--- src/rtl/mem_port_scheduler_pkg.sv ---
// Shared types and constants for the byte-wide memory port scheduler.
// Holds the FSM state, bus owner, access width codes and the IO address prefix.
package mem_port_scheduler_pkg;

  typedef enum logic [1:0] {StIdle, StRd, StWr, StDone} state_e;
  typedef enum logic {OwnIc, OwnLs} owner_e;

  localparam logic [1:0] W_BYTE    = 2'b00;
  localparam logic [1:0] W_HALF    = 2'b01;
  localparam logic [1:0] W_WORD    = 2'b10;
  localparam logic [1:0] IO_PREFIX = 2'b11;

  // 2'b11 is treated as a word access.
  function automatic logic [3:0] width_bytes(input logic [1:0] w);
    logic [3:0] n;
    case (w)
      W_BYTE:  n = 4'd1;
      W_HALF:  n = 4'd2;
      default: n = 4'd4;
    endcase
    return n;
  endfunction

endpackage

--- src/rtl/mem_port_scheduler_arbiter.sv ---
// Two-way round-robin arbiter between icache and load/store buffer.
// last_grant moves only when a grant is actually taken while the core is running.
module mem_rr_arbiter
  import mem_port_scheduler_pkg::*;
(
  input  logic   clk,
  input  logic   rst,
  input  logic   rdy,
  input  logic   en,
  input  logic   ic_req,
  input  logic   ls_req,
  output logic   gnt_valid,
  output owner_e gnt_owner
);

  owner_e last_q;

  always_comb begin
    gnt_valid = en && (ic_req || ls_req);
    gnt_owner = OwnIc;
    if (ic_req && ls_req) begin
      gnt_owner = (last_q == OwnIc) ? OwnLs : OwnIc;
    end else if (ls_req) begin
      gnt_owner = OwnLs;
    end
  end

  always_ff @(posedge clk or posedge rst) begin
    if (rst) begin
      last_q <= OwnIc;
    end else if (rdy && gnt_valid) begin
      last_q <= gnt_owner;
    end
  end

endmodule

--- src/rtl/mem_port_scheduler.sv ---
// Byte-wide RAM/IO bus scheduler for icache block fetches and LSB loads/stores.
// Define MEMSCHED_FLUSH_IFETCH_EN to let flush also abort icache fetches in flight.
module mem_port_scheduler
  import mem_port_scheduler_pkg::*;
#(
  parameter int unsigned ADDR_WIDTH = 18,
  parameter int unsigned IC_BYTES   = 4
) (
  input  logic                  clk_in,
  input  logic                  rst_in,
  input  logic                  rdy_in,
  input  logic                  uart_full,
  input  logic [7:0]            ram_din,
  output logic [7:0]            ram_dout,
  output logic [ADDR_WIDTH-1:0] ram_addr,
  output logic                  ram_wr,
  input  logic                  flush,
  input  logic                  ic_req,
  input  logic [31:0]           ic_addr,
  output logic                  ic_done,
  output logic [8*IC_BYTES-1:0] ic_data,
  input  logic                  ls_req,
  input  logic                  ls_we,
  input  logic [31:0]           ls_addr,
  input  logic [1:0]            ls_width,
  input  logic [31:0]           ls_wdata,
  output logic                  ls_done,
  output logic [31:0]           ls_rdata
);

  localparam int unsigned CntW  = $clog2(2 * IC_BYTES);
  localparam int unsigned DataW = 8 * IC_BYTES;

  state_e            state_q, state_d;
  owner_e            owner_q, owner_d;
  logic [CntW-1:0]   cnt_q, cnt_d, nbytes_q, nbytes_d;
  logic [31:0]       base_q, base_d, wdata_q, wdata_d;
  logic [DataW-1:0]  buf_q, buf_d, ic_data_q, ic_data_d;
  logic [31:0]       ls_rdata_q, ls_rdata_d;

  logic              gnt_valid;
  owner_e            gnt_owner;
  logic              ls_elig, abort, stall, rd_beat, wr_state;
  logic [31:0]       cur_addr, wshift;
  logic              unused_bits;

  // A pending load is held off while flush is high; stores are already committed.
  assign ls_elig = ls_req && !(flush && !ls_we);

  mem_rr_arbiter u_arb (
    .clk       (clk_in),
    .rst       (rst_in),
    .rdy       (rdy_in),
    .en        (state_q == StIdle),
    .ic_req    (ic_req),
    .ls_req    (ls_elig),
    .gnt_valid (gnt_valid),
    .gnt_owner (gnt_owner)
  );

`ifdef MEMSCHED_FLUSH_IFETCH_EN
  assign abort = flush;
`else
  assign abort = flush && (owner_q == OwnLs);
`endif

  assign cur_addr = base_q + 32'(cnt_q);
  assign wshift   = wdata_q >> {cnt_q, 3'b000};
  assign rd_beat  = (state_q == StRd) && (cnt_q < nbytes_q);
  assign wr_state = (state_q == StWr);
  assign stall    = wr_state && (cur_addr[17:16] == IO_PREFIX) && uart_full;

  assign ram_addr = (rd_beat || wr_state) ? cur_addr[ADDR_WIDTH-1:0] : '0;
  assign ram_dout = wr_state ? wshift[7:0] : 8'h00;
  assign ram_wr   = wr_state && !stall && rdy_in;
  assign ic_done  = (state_q == StDone) && (owner_q == OwnIc);
  assign ls_done  = (state_q == StDone) && (owner_q == OwnLs);
  assign ic_data  = ic_data_q;
  assign ls_rdata = ls_rdata_q;

  assign unused_bits = ^{cur_addr, wshift};

  always_comb begin
    state_d    = state_q;
    owner_d    = owner_q;
    cnt_d      = cnt_q;
    nbytes_d   = nbytes_q;
    base_d     = base_q;
    wdata_d    = wdata_q;
    buf_d      = buf_q;
    ic_data_d  = ic_data_q;
    ls_rdata_d = ls_rdata_q;

    unique case (state_q)
      StIdle: begin
        if (gnt_valid) begin
          owner_d  = gnt_owner;
          base_d   = (gnt_owner == OwnIc) ? ic_addr : ls_addr;
          nbytes_d = (gnt_owner == OwnIc) ? CntW'(IC_BYTES) : CntW'(width_bytes(ls_width));
          wdata_d  = ls_wdata;
          cnt_d    = '0;
          buf_d    = '0;
          state_d  = (gnt_owner == OwnLs && ls_we) ? StWr : StRd;
        end
      end
      StRd: begin
        if (abort) begin
          state_d = StIdle;
        end else begin
          // Byte k arrives one cycle after its address, i.e. while cnt == k+1.
          if (cnt_q != '0) begin
            buf_d = buf_q | (DataW'(ram_din) << {cnt_q - 1'b1, 3'b000});
          end
          if (cnt_q == nbytes_q) begin
            state_d = StDone;
            if (owner_q == OwnIc) ic_data_d = buf_d;
            else                  ls_rdata_d = buf_d[31:0];
          end else begin
            cnt_d = cnt_q + 1'b1;
          end
        end
      end
      StWr: begin
        if (!stall) begin
          if (cnt_q == nbytes_q - 1'b1) state_d = StDone;
          else                          cnt_d = cnt_q + 1'b1;
        end
      end
      StDone: state_d = StIdle;
      default: state_d = StIdle;
    endcase
  end

  always_ff @(posedge clk_in or posedge rst_in) begin
    if (rst_in) begin
      state_q    <= StIdle;
      owner_q    <= OwnIc;
      cnt_q      <= '0;
      nbytes_q   <= '0;
      base_q     <= '0;
      wdata_q    <= '0;
      buf_q      <= '0;
      ic_data_q  <= '0;
      ls_rdata_q <= '0;
    end else if (rdy_in) begin
      state_q    <= state_d;
      owner_q    <= owner_d;
      cnt_q      <= cnt_d;
      nbytes_q   <= nbytes_d;
      base_q     <= base_d;
      wdata_q    <= wdata_d;
      buf_q      <= buf_d;
      ic_data_q  <= ic_data_d;
      ls_rdata_q <= ls_rdata_d;
    end
  end

endmodule
--- config.mk ---
export PLATFORM = sky130hd
export DESIGN_NAME = mem_port_scheduler
export DESIGN_NICKNAME = d
export VERILOG_FILES = /design/src/rtl/mem_port_scheduler_pkg.sv /design/src/rtl/mem_port_scheduler_arbiter.sv /design/src/rtl/mem_port_scheduler.sv
export SDC_FILE = /design/constraint.sdc
export NUM_CORES = 1
export LEC_CHECK = 0
export ABC_AREA = 1
export BUFFER_PORTS_ARGS = -buffer_cell sky130_fd_sc_hd__buf_2
export CAP_MARGIN = 25
export CORE_AREA = 5 5 121 123
export CTS_CLUSTER_SIZE = 16
export DETAILED_ROUTE_END_ITERATION = 10
export DIE_AREA = 0 0 126 128
export MAX_ROUTING_LAYER = met4
export PLACE_DENSITY = 0.91
export SYNTH_ARGS = -nofsm -noshare
export SYNTH_HDL_FRONTEND = slang
export SYNTH_SLANG_ARGS = --single-unit
--- constraint.sdc ---
create_clock -name clk_in -period 13.1 [get_ports clk_in]
set_input_delay 0.655 -clock clk_in [delete_from_list [all_inputs] [get_ports clk_in]]
set_output_delay 0.655 -clock clk_in [all_outputs]
set_load 0.005 [all_outputs]
==> results of run 1 <==
cell families (layout without fill, tap and decap cells):
kind of cell,count (synthesis),count (layout),synth area share [%]
compound gates,237,237,18.3
flops,156,156,52.5
xor+xnor,6,6,0.706
simple gates,344,344,18.3
fa+ha+maj,16,16,2.79
mux,2,2,0.303
buf+inv,130,299,7.13
stage by stage:
stage / util [%] / worst slack, ps / hold WS (ps) / power, mW / area [sq um]
floorplan: - / 8240 / 444 / 1.32 / 7440
global placement: 61.9 / 9480 / 457 / 1.56 / 8400
detailed placement: 62.1 / 9360 / 462 / 1.61 / 8420
CTS: 66.5 / 8870 / 404 / 2.12 / 9010
global route: 66.8 / 8530 / 420 / 2.28 / 9050
finish: 66.8 / 8810 / 413 / 2.13 / 9050
power breakdown:
group / internal [mW] / total [mW] / switching [mW]
combinational: 0.322 / 0.849 / 0.527
clock: 0.301 / 0.502 / 0.201
sequential: 0.654 / 0.775 / 0.121
worst paths after layout:
| kind | endpoint |
|---|---|
| worst max-delay path | ram_wr |
| min in group asynchronous | ls_rdata[18] |
| worst min-delay path | wdata_q[7] |
| worst max register to register | cnt_q[2] |
| worst min register to register | wdata_q[2] |
| max in group asynchronous | owner_q |
tightest hold or removal path, stage by stage:
cell                      delay, ps
sky130_fd_sc_hd__buf_2           70
sky130_fd_sc_hd__nand2_1         40
sky130_fd_sc_hd__nand2_1         40
Yosys cell counts:
master / instances / share of area, %
sky130_fd_sc_hd__buf_2: 27 / 1.8
sky130_fd_sc_hd__o21ai_0: 34 / 2.3
sky130_fd_sc_hd__nor3_1: 5 / 0.34
sky130_fd_sc_hd__nand3_1: 15 / 1.0
sky130_fd_sc_hd__and3_1: 1 / 0.084
sky130_fd_sc_hd__clkbuf_2: 1 / 0.067
sky130_fd_sc_hd__buf_4: 2 / 0.20
sky130_fd_sc_hd__fa_1: 1 / 0.27
sky130_fd_sc_hd__inv_1: 78 / 3.9
sky130_fd_sc_hd__inv_2: 1 / 0.050
sky130_fd_sc_hd__a211oi_1: 1 / 0.10
sky130_fd_sc_hd__nand2_2: 1 / 0.084
sky130_fd_sc_hd__nor3b_1: 1 / 0.10
sky130_fd_sc_hd__dfrtp_1: 156 / 52
sky130_fd_sc_hd__a21oi_1: 117 / 7.9
sky130_fd_sc_hd__buf_1: 3 / 0.15
sky130_fd_sc_hd__xnor2_1: 4 / 0.47
sky130_fd_sc_hd__a22oi_1: 11 / 1.1
sky130_fd_sc_hd__nor3_2: 1 / 0.13
sky130_fd_sc_hd__a31oi_1: 33 / 2.8
sky130_fd_sc_hd__nor4_4: 1 / 0.29
sky130_fd_sc_hd__nand4_1: 3 / 0.25
sky130_fd_sc_hd__a31o_2: 1 / 0.12
sky130_fd_sc_hd__clkinv_1: 1 / 0.050
sky130_fd_sc_hd__nand2_1: 197 / 9.9
sky130_fd_sc_hd__ha_1: 15 / 2.5
sky130_fd_sc_hd__o31ai_1: 31 / 3.1
sky130_fd_sc_hd__clkbuf_1: 17 / 0.86
sky130_fd_sc_hd__o211ai_1: 8 / 0.81
sky130_fd_sc_hd__or2_2: 3 / 0.25
sky130_fd_sc_hd__mux2_2: 2 / 0.30
sky130_fd_sc_hd__o22ai_1: 1 / 0.084
sky130_fd_sc_hd__xor2_1: 2 / 0.24
sky130_fd_sc_hd__nor2_1: 116 / 5.9
state kept, by name, summed over array words and instances, names as in the netlist:
name	flops
cnt_q	3
u_arb.last_q	1
owner_q	1
base_q	18
buf_q	32
state_q	2
wdata_q	32
ls_rdata	32
ic_data	32
nbytes_q	3
metal layers:
metal	track usage [%]	vias to the layer above	wire, um
li1	-	3268	-
met1	30.5	3184	7700
met2	40.1	269	9450
met3	5.25	51	1340
met4	9.65	0	493
met5	-	-	0
final cells by class:
cell class	instances	area share [%]
Sequential cell	156	43.1
Multi-Input combinational cell	605	33.4
Timing Repair Buffer	188	11.0
Clock buffer	18	4.74
Inverter	80	3.37
Tap cell	180	2.49
Clock inverter	13	1.85
==> out/metrics.json, run 1 <==
{
  "tritoncts.num_buffers": 17,
  "place_inst": 1207,
  "grt_pass1_wl_um": 31400,
  "critical_path.reg2reg.startpoint": "cnt_q[0]",
  "boundaryPins": 207,
  "die_area_sq_um": 16100,
  "ant_nets": 0,
  "design.core.area_sq_um": 13600,
  "num-nets-final": 1178,
  "ys_seq_elements": 156,
  "hold_viol": 0,
  "post-cts-setup-buffers": 0,
  "category_of_the_worst_setup_path_launch_point": "flop",
  "post_drt_via_cell_ratio": 5.46,
  "synth-warning-count": 0,
  "ir_worst_vdd_v": 0.000129,
  "layout_common_cells": "sky130_fd_sc_hd__nand2_1, sky130_fd_sc_hd__buf_2, sky130_fd_sc_hd__dfrtp_1, sky130_fd_sc_hd__a21oi_1, sky130_fd_sc_hd__nor2_1",
  "clk_pin_slew_ps": 60,
  "layout_min_cycle_time_ps": 4290,
  "crit_type": "flop to primary output",
  "final_cell_count_no_fill": 1240,
  "cts_max_path_buffers": 2,
  "endpoint_kind": "primary output",
  "worstSetupPathDepth": 13,
  "vias": 6772,
  "post-route-drc-count": 0,
  "cts_root_buffer": "sky130_fd_sc_hd__clkbuf_16",
  "n_antenna_cell": 0,
  "maxClockFrequency_ghz": 0.233,
  "reg2regPathDepth": 14,
  "synth.avg_cell_area_sq_um": 8.35,
  "worstHoldPathType": "input pin to flop",
  "status": "finished, final reports clean",
  "timing.critical_path.required_ps": 12440,
  "fillerInstances": 1125,
  "grt_start_max_net_pins": 104,
  "ys_seq_area_share_pct": 52.5,
  "ctsHtreeMaxLevel": 4,
  "dieWidth_um": 126,
  "postSynthCellCount": 891,
  "cells_along_the_critical_path": "buf_4 > ha_1 > inv_1 > fa_1 > inv_1 > nand3_1 > nand2_1 > nand2_1 > nor3_1 > nor2_1 > nand3_1 > and3_1 > buf_2",
  "dpl.hpwl_um": 12800,
  "yosys.cell_types.count": 34,
  "worstPathBufferInverterCount": 4,
  "post-route-period-util_pct": 32.7,
  "timing.hold.worst.start": "ls_wdata[7]",
  "synthesis.nets": 1021,
  "skew_ps": 6.30,
  "final-max-slew-violation-count": 0,
  "setup_repair_after_global_routing_missed_its_margin": "false",
  "cp_max_fo": 35,
  "setup_viol_count_final": 0,
  "postCtsResizedCells": 0,
  "post_route_cells_drive_above_1_share_pct": 21.8,
  "drt_iter0_markers": 509,
  "gp_congestion": 0.892,
  "per_cell_routed_wire_length_um": 15.3,
  "area_used_by_multi_input_combinational_logic_sq_um": 3030,
  "power.density_cell_area_nw_per_um2": 235,
  "detail_route.wirelength_um": 19000,
  "holdPathStages": 3,
  "post_synth_instance_area_sq_um": 7440,
  "slowest_delay_ps": 690,
  "setup.worst_path.start": "cnt_q[0]",
  "port-buffer-count": 178,
  "grtUsageTotal_pct": 24.7,
  "cts_hold_buf": 0,
  "final_common_cell": "sky130_fd_sc_hd__nand2_1",
  "worstPathArrival_ps": 3630,
  "rrSetupSlack_ps": 9800,
  "setup_tns_ps": 0,
  "cp_slowest_cell": "sky130_fd_sc_hd__dfrtp_1",
  "initial_utilization_pct": 54.9,
  "rows": 43,
  "slew_at_the_pin_with_the_worst_max_slew_slack_ps": 945,
  "overflow": 0,
  "maxCapViolCount": 0,
  "dieHeight_um": 128,
  "timing.critical_path.max_delay_family": "simple AND/OR/NAND/NOR gates",
  "drt-pass1-iter-count": 6,
  "worstSkewPairLatency_ps": 430,
  "power.leakage_nw": 4.76,
  "first_global_vias": 6634,
  "cts_num_sinks": 156,
  "tritoncts": "done",
  "timing.max_slew.rel_slack_pct": 36.9,
  "grt_antenna_before_repair": 0,
  "area.sequential_sq_um": 3900,
  "area_added_between_synthesis_and_finish_pct": 21.7
}
No activity file was read; power rests on OpenSTA's default activity.
==> inputs of run 2 (changes only) <==
--- a/config.mk
+++ b/config.mk
@@ -8,12 +8,12 @@
 export ABC_AREA = 1
 export BUFFER_PORTS_ARGS = -buffer_cell sky130_fd_sc_hd__buf_2
 export CAP_MARGIN = 25
-export CORE_AREA = 5 5 121 123
+export CORE_AREA = 5 5 125 127
 export CTS_CLUSTER_SIZE = 16
 export DETAILED_ROUTE_END_ITERATION = 10
-export DIE_AREA = 0 0 126 128
+export DIE_AREA = 0 0 130 132
 export MAX_ROUTING_LAYER = met4
-export PLACE_DENSITY = 0.91
+export PLACE_DENSITY = 0.87
 export SYNTH_ARGS = -nofsm -noshare
 export SYNTH_HDL_FRONTEND = slang
 export SYNTH_SLANG_ARGS = --single-unit
==> constraint.sdc (replaced) <==
create_clock -name clk_in -period 4.4 [get_ports clk_in]
set_input_delay 0.22 -clock clk_in [delete_from_list [all_inputs] [get_ports clk_in]]
set_output_delay 0.22 -clock clk_in [all_outputs]
set_load 0.005 [all_outputs]
==> run 2 against run 1 <==
Effect of this change: hold slack lost 410 ps; cell area grew 1.8%; register-to-register slack lost 8500 ps; utilization shrank 2.4 points; largest cell class unchanged; largest power group unchanged; highest routed layer unchanged.
==> out/metrics.json, run 2 (synthesis gave the netlist of run 1 again) <==
{
  "holdPathStages": 3,
  "cp_max_fo": 21,
  "grt_util_met3_pct": 4.74,
  "grt_met1_use_pct": 30.3,
  "dieHeight_um": 132,
  "dpl.hpwl_um": 13100,
  "slew_at_the_pin_with_the_worst_max_slew_slack_ps": 936,
  "ctsHtreeMaxLevel": 4,
  "area_added_between_synthesis_and_finish_pct": 23.8,
  "die_area_sq_um": 17200,
  "cts_max_path_buffers": 2,
  "post_route_cells_drive_above_1_share_pct": 21.2,
  "final-max-slew-violation-count": 0,
  "tritoncts.num_buffers": 17,
  "power.density_cell_area_nw_per_um2": 677,
  "finalInstanceArea_sq_um": 9210,
  "overflow": 0,
  "maxCapViolCount": 0,
  "endpoint_kind": "primary output",
  "setup_viol_count_final": 0,
  "port-buffer-count": 178,
  "critical_path.reg2reg.startpoint": "cnt_q[0]",
  "crit_type": "flop to primary output",
  "final_common_cell": "sky130_fd_sc_hd__nand2_1",
  "post-cts-setup-buffers": 0,
  "worstHoldPathType": "input pin to flop",
  "cp_slowest_cell": "sky130_fd_sc_hd__dfrtp_1",
  "reg2regPathDepth": 7,
  "maxClockFrequency_ghz": 0.282,
  "grtUsageTotal_pct": 23.7,
  "rr_endpoint": "ic_data[7]",
  "num-nets-final": 1196,
  "category_of_the_worst_setup_path_launch_point": "flop",
  "skew_ps": 7.31,
  "slowest_delay_ps": 830,
  "grt_antenna_before_repair": 0,
  "timing.critical_path.required_ps": 4180,
  "design.core.area_sq_um": 14300,
  "setup_repair_after_global_routing_missed_its_margin": "false",
  "rrSetupSlack_ps": 1340,
  "worstPathArrival_ps": 3330,
  "n_antenna_cell": 0,
  "ir_worst_vdd_v": 0.000409,
  "cells_along_the_critical_path": "inv_1 > fa_1 > inv_1 > nand3_1 > nand2_1 > nand2_1 > nor3_1 > nor2_1 > nand3_1 > and3_1 > buf_2",
  "fillerInstances": 1229,
  "post_drt_via_cell_ratio": 5.39,
  "boundaryPins": 207,
  "placed_area_sq_um": 8470,
  "worstSetupPathDepth": 11,
  "cts_root_buffer": "sky130_fd_sc_hd__clkbuf_16",
  "dieWidth_um": 130,
  "setup_tns_ps": 0,
  "power.leakage_nw": 4.81,
  "cts_num_sinks": 156,
  "min_to": "wdata_q[21]",
  "first_global_vias": 6732,
  "grt_pass1_wl_um": 32100,
  "worstPathBufferInverterCount": 3,
  "vias": 6796,
  "clk_pin_slew_ps": 60,
  "grt_start_max_net_pins": 106,
  "drt-pass1-iter-count": 5,
  "worstSkewPairLatency_ps": 420,
  "tritoncts": "done",
  "ant_nets": 0,
  "initial_utilization_pct": 52.0,
  "timing.hold.worst.start": "ls_wdata[21]",
  "post-route-drc-count": 0,
  "status": "finished, final reports clean",
  "gr-usage-met2_pct": 38.4,
  "timing.critical_path.max_delay_family": "simple AND/OR/NAND/NOR gates",
  "cts_hold_buf": 17,
  "postCtsResizedCells": 0,
  "detail_route.wirelength_um": 19400,
  "timing.max_slew.rel_slack_pct": 37.5,
  "layout_min_cycle_time_ps": 3550,
  "per_cell_routed_wire_length_um": 15.4,
  "rows": 44,
  "grt_most_used_layer": "met2",
  "layout_common_cells": "sky130_fd_sc_hd__nand2_1, sky130_fd_sc_hd__buf_2, sky130_fd_sc_hd__dfrtp_1, sky130_fd_sc_hd__a21oi_1, sky130_fd_sc_hd__nor2_1",
  "hold_viol": 0,
  "post-route-period-util_pct": 80.7,
  "gp_congestion": 0.877,
  "drt_iter0_markers": 450
}
-- run 2: how the worst max path moves through the flow --
| stage | startpoint | end | slack (ps) |
|---|---|---|---|
| final | cnt_q[1] | ram_wr | 850 |
| after global routing | cnt_q[1] | ram_wr | 620 |
| after CTS | cnt_q[1] | ram_wr | 840 |
| after detailed placement | cnt_q[1] | ram_wr | 1300 |
| after global placement | cnt_q[1] | ram_wr | 1420 |
| after floorplan | cnt_q[1] | ram_wr | 2150 |
-- run 2: worst register-to-register path: cells and delay by family (launching register included) --
family / cells / cell delay (ps)
flops: 1 / 820
fa+ha+maj: 1 / 390
simple gates: 3 / 1050
buf+inv: 2 / 570
compound gates: 1 / 150
-- run 2: power by group --
part	total (mW)	switching [mW]	internal [mW]
combinational	2.51	1.55	0.962
clock	1.40	0.572	0.833
sequential	2.32	0.372	1.95
total	6.24	2.49	3.74
-- run 2: routing by layer --
layer | wire length (um) | vias up
met5 | 0 | -
met4 | 348 | 0
met3 | 1470 | 32
met2 | 9590 | 298
met1 | 7970 | 3163
li1 | - | 3303
-- run 2: layout make-up --
type,count,area [sq um],share of cell area (%)
inverters,80,304,3.30
repair buffers,206,1190,13.0
well taps,184,230,2.50
flip-flops and latches,156,3900,42.4
clock inverters,10,116,1.26
clock buffers,21,440,4.78
multi-input cells,605,3030,32.8
-- run 2: stage by stage --
stage	setup WS [ps]	utilization [%]	instances	power, mW	hold slack, ps
5_1_grt	619	64.4	1262	6.71	12.3
2_1_floorplan	2150	-	891	3.92	320
4_1_cts	835	64.2	1261	6.24	0.222
6_report	848	64.4	1262	6.24	8.06
3_3_place_gp	1420	59.0	1212	4.69	415
3_5_place_dp	1300	59.2	1213	4.81	211
==> inputs of run 3 (changes only) <==
--- a/config.mk
+++ b/config.mk
@@ -8,12 +8,12 @@
 export ABC_AREA = 1
 export BUFFER_PORTS_ARGS = -buffer_cell sky130_fd_sc_hd__buf_2
 export CAP_MARGIN = 25
-export CORE_AREA = 5 5 125 127
+export CORE_AREA = 5 5 131 133
 export CTS_CLUSTER_SIZE = 16
 export DETAILED_ROUTE_END_ITERATION = 10
-export DIE_AREA = 0 0 130 132
+export DIE_AREA = 0 0 136 138
 export MAX_ROUTING_LAYER = met4
-export PLACE_DENSITY = 0.87
+export PLACE_DENSITY = 0.83
 export SYNTH_ARGS = -nofsm -noshare
 export SYNTH_HDL_FRONTEND = slang
 export SYNTH_SLANG_ARGS = --single-unit
==> constraint.sdc (replaced) <==
create_clock -name clk_in -period 3.25 [get_ports clk_in]
set_input_delay 0.1625 -clock clk_in [delete_from_list [all_inputs] [get_ports clk_in]]
set_output_delay 0.1625 -clock clk_in [all_outputs]
set_load 0.005 [all_outputs]
==> run 3 against run 2 <==
Effect of this change: highest routed layer unchanged; largest cell class unchanged; power grew 37%; first-iteration DRC count is 17% higher; clock power grew 41%.
==> out/metrics.json, run 3 (synthesis gave the netlist of run 1 again) <==
{
  "dieWidth_um": 136,
  "drt-pass1-iter-count": 5,
  "skew_ps": 12.8,
  "power.density_cell_area_nw_per_um2": 885,
  "final-max-slew-violation-count": 0,
  "grt_antenna_before_repair": 3,
  "cts_root_buffer": "sky130_fd_sc_hd__clkbuf_16",
  "design.core.area_sq_um": 15700,
  "vias": 6997,
  "category_of_the_worst_setup_path_launch_point": "flop",
  "overflow": 0,
  "timing.critical_path.required_ps": 3090,
  "post-layout-total-power_mw": 8.57,
  "post-route-period-util_pct": 89.1,
  "clockPowerShare_pct": 22.9,
  "drt_iter0_markers": 525,
  "maxClockFrequency_ghz": 0.345,
  "crit_type": "flop to primary output",
  "grt_pass1_wl_um": 33500,
  "cells_along_the_critical_path": "ha_1 > inv_1 > fa_1 > inv_1 > nand3_1 > nand2_1 > nand2_1 > nor3_1 > nor2_1 > nand3_1 > and3_1 > buf_2",
  "slowest_delay_ps": 400,
  "initial_utilization_pct": 47.4,
  "maxCapViolCount": 0,
  "area_added_between_synthesis_and_finish_pct": 30.2,
  "tritoncts": "done",
  "per_cell_routed_wire_length_um": 15.2,
  "die_area_sq_um": 18800,
  "num-nets-final": 1237,
  "post-route-drc-count": 0,
  "clk_pin_slew_ps": 60,
  "cp_max_fo": 8,
  "power.leakage_nw": 5.00,
  "intPower_mw": 5.13,
  "cp_slowest_cell": "sky130_fd_sc_hd__dfrtp_1",
  "pwr-share-seq_pct": 35.8,
  "switching_share_pct": 40.2,
  "detail_route.wirelength_um": 20300,
  "postCtsResizedCells": 0,
  "timing.hold.worst.start": "ic_addr[12]",
  "post_route_cells_drive_above_1_share_pct": 21.4,
  "gp_congestion": 0.841,
  "worstHoldPathType": "input pin to flop",
  "slew_at_the_pin_with_the_worst_max_slew_slack_ps": 995,
  "tritoncts.num_buffers": 17,
  "grt_start_max_net_pins": 54,
  "setup_repair_after_global_routing_missed_its_margin": "false",
  "worstSkewPairLatency_ps": 430,
  "grtUsageTotal_pct": 22.6,
  "share_comb_of_total_power_pct": 41.3,
  "power.net_switching_mw": 3.45,
  "boundaryPins": 207,
  "worstPathArrival_ps": 2730,
  "port-buffer-count": 178,
  "post_drt_via_cell_ratio": 5.23,
  "cts_num_sinks": 156,
  "setup.worst_path.start": "cnt_q[0]",
  "cts_max_path_buffers": 2,
  "dieHeight_um": 138,
  "setup_tns_ps": 0,
  "ant_nets": 0,
  "post-cts-setup-buffers": 0,
  "layout_common_cells": "sky130_fd_sc_hd__nand2_1, sky130_fd_sc_hd__buf_2, sky130_fd_sc_hd__dfrtp_1, sky130_fd_sc_hd__a21oi_1, sky130_fd_sc_hd__nor2_1",
  "status": "finished, final reports clean",
  "final_common_cell": "sky130_fd_sc_hd__nand2_1",
  "cts_hold_buf": 52,
  "fillerInstances": 1272,
  "hold_viol": 0,
  "rows": 46,
  "critical_path.reg2reg.startpoint": "cnt_q[0]",
  "ctsHtreeMaxLevel": 4,
  "timing.max_slew.rel_slack_pct": 33.6,
  "setup_viol_count_final": 0,
  "layout_min_cycle_time_ps": 2900,
  "dpl.hpwl_um": 13200,
  "ir_worst_vdd_v": 0.000517,
  "endpoint_kind": "primary output",
  "first_global_vias": 6825
}
==> run 3: cell types whose count changed in the layout (fill, tap and decap cells not counted), sizes merged <==
cell and change:
diode +3, buf +6, dlygate4sd3 +35, inv +1
bufinv -1
==> run 3: worst paths after layout <==
check / to / slack (ps) / cells after the start
min reg2reg: wdata_q[8] / 480 / 2
max in group asynchronous: ls_rdata[17] / 2080 / 4
min: base_q[12] / 10 / 3
max reg2reg: cnt_q[0] / 890 / 13
min in group asynchronous: ic_data[29] / 350 / 3
max: ram_wr / 350 / 12
==> run 3: final cells by class <==
class                           count  area (sq um)  share of cell area [%]
Clock inverter                     10           106                    1.10
Inverter                           80           304                    3.14
Multi-Input combinational cell    605          3030                    31.2
Tap cell                          216           270                    2.79
Clock buffer                       21           480                    4.96
Sequential cell                   156          3900                    40.3
Antenna cell                        3          7.51                  0.0775
Timing Repair Buffer              247          1590                    16.4
==> run 3: power groups by stage <==
stage / clock (mW) / sequential [mW] / combinational [mW]
finish: 1.97 / 3.07 / 3.54
global route: 2.08 / 3.15 / 4.01
CTS: 2.00 / 3.06 / 3.53
detailed placement: 0 / 3.09 / 3.45
global placement: 0 / 3.06 / 3.36
floorplan: 0 / 3.04 / 2.26
==> run 3: per-stage QoR <==
stage	worst slack, ps	utilization, %	hold slack, ps	std cells	instance area (sq um)
6_report	354	61.6	13.2	1338	9690
3_5_place_dp	823	54.6	255	1252	8570
5_1_grt	121	61.6	16.7	1338	9690
2_1_floorplan	1060	-	262	891	7440
3_3_place_gp	861	54.6	252	1252	8570
4_1_cts	360	61.6	3.06	1335	9680
==> run 3: routing by layer <==
| layer | track usage (%) | routed length [um] |
|---|---|---|
| met5 | - | 0 |
| met4 | 6.31 | 331 |
| met3 | 5.41 | 1460 |
| met2 | 36.7 | 10200 |
| met1 | 28.3 | 8300 |
==> run 3: worst max-delay path: cells and delay by family, from the launching register on <==
kind,cells,cell delay [ps]
fa+ha+maj,2,540
buf+inv,3,280
flops,1,400
simple gates,7,1090
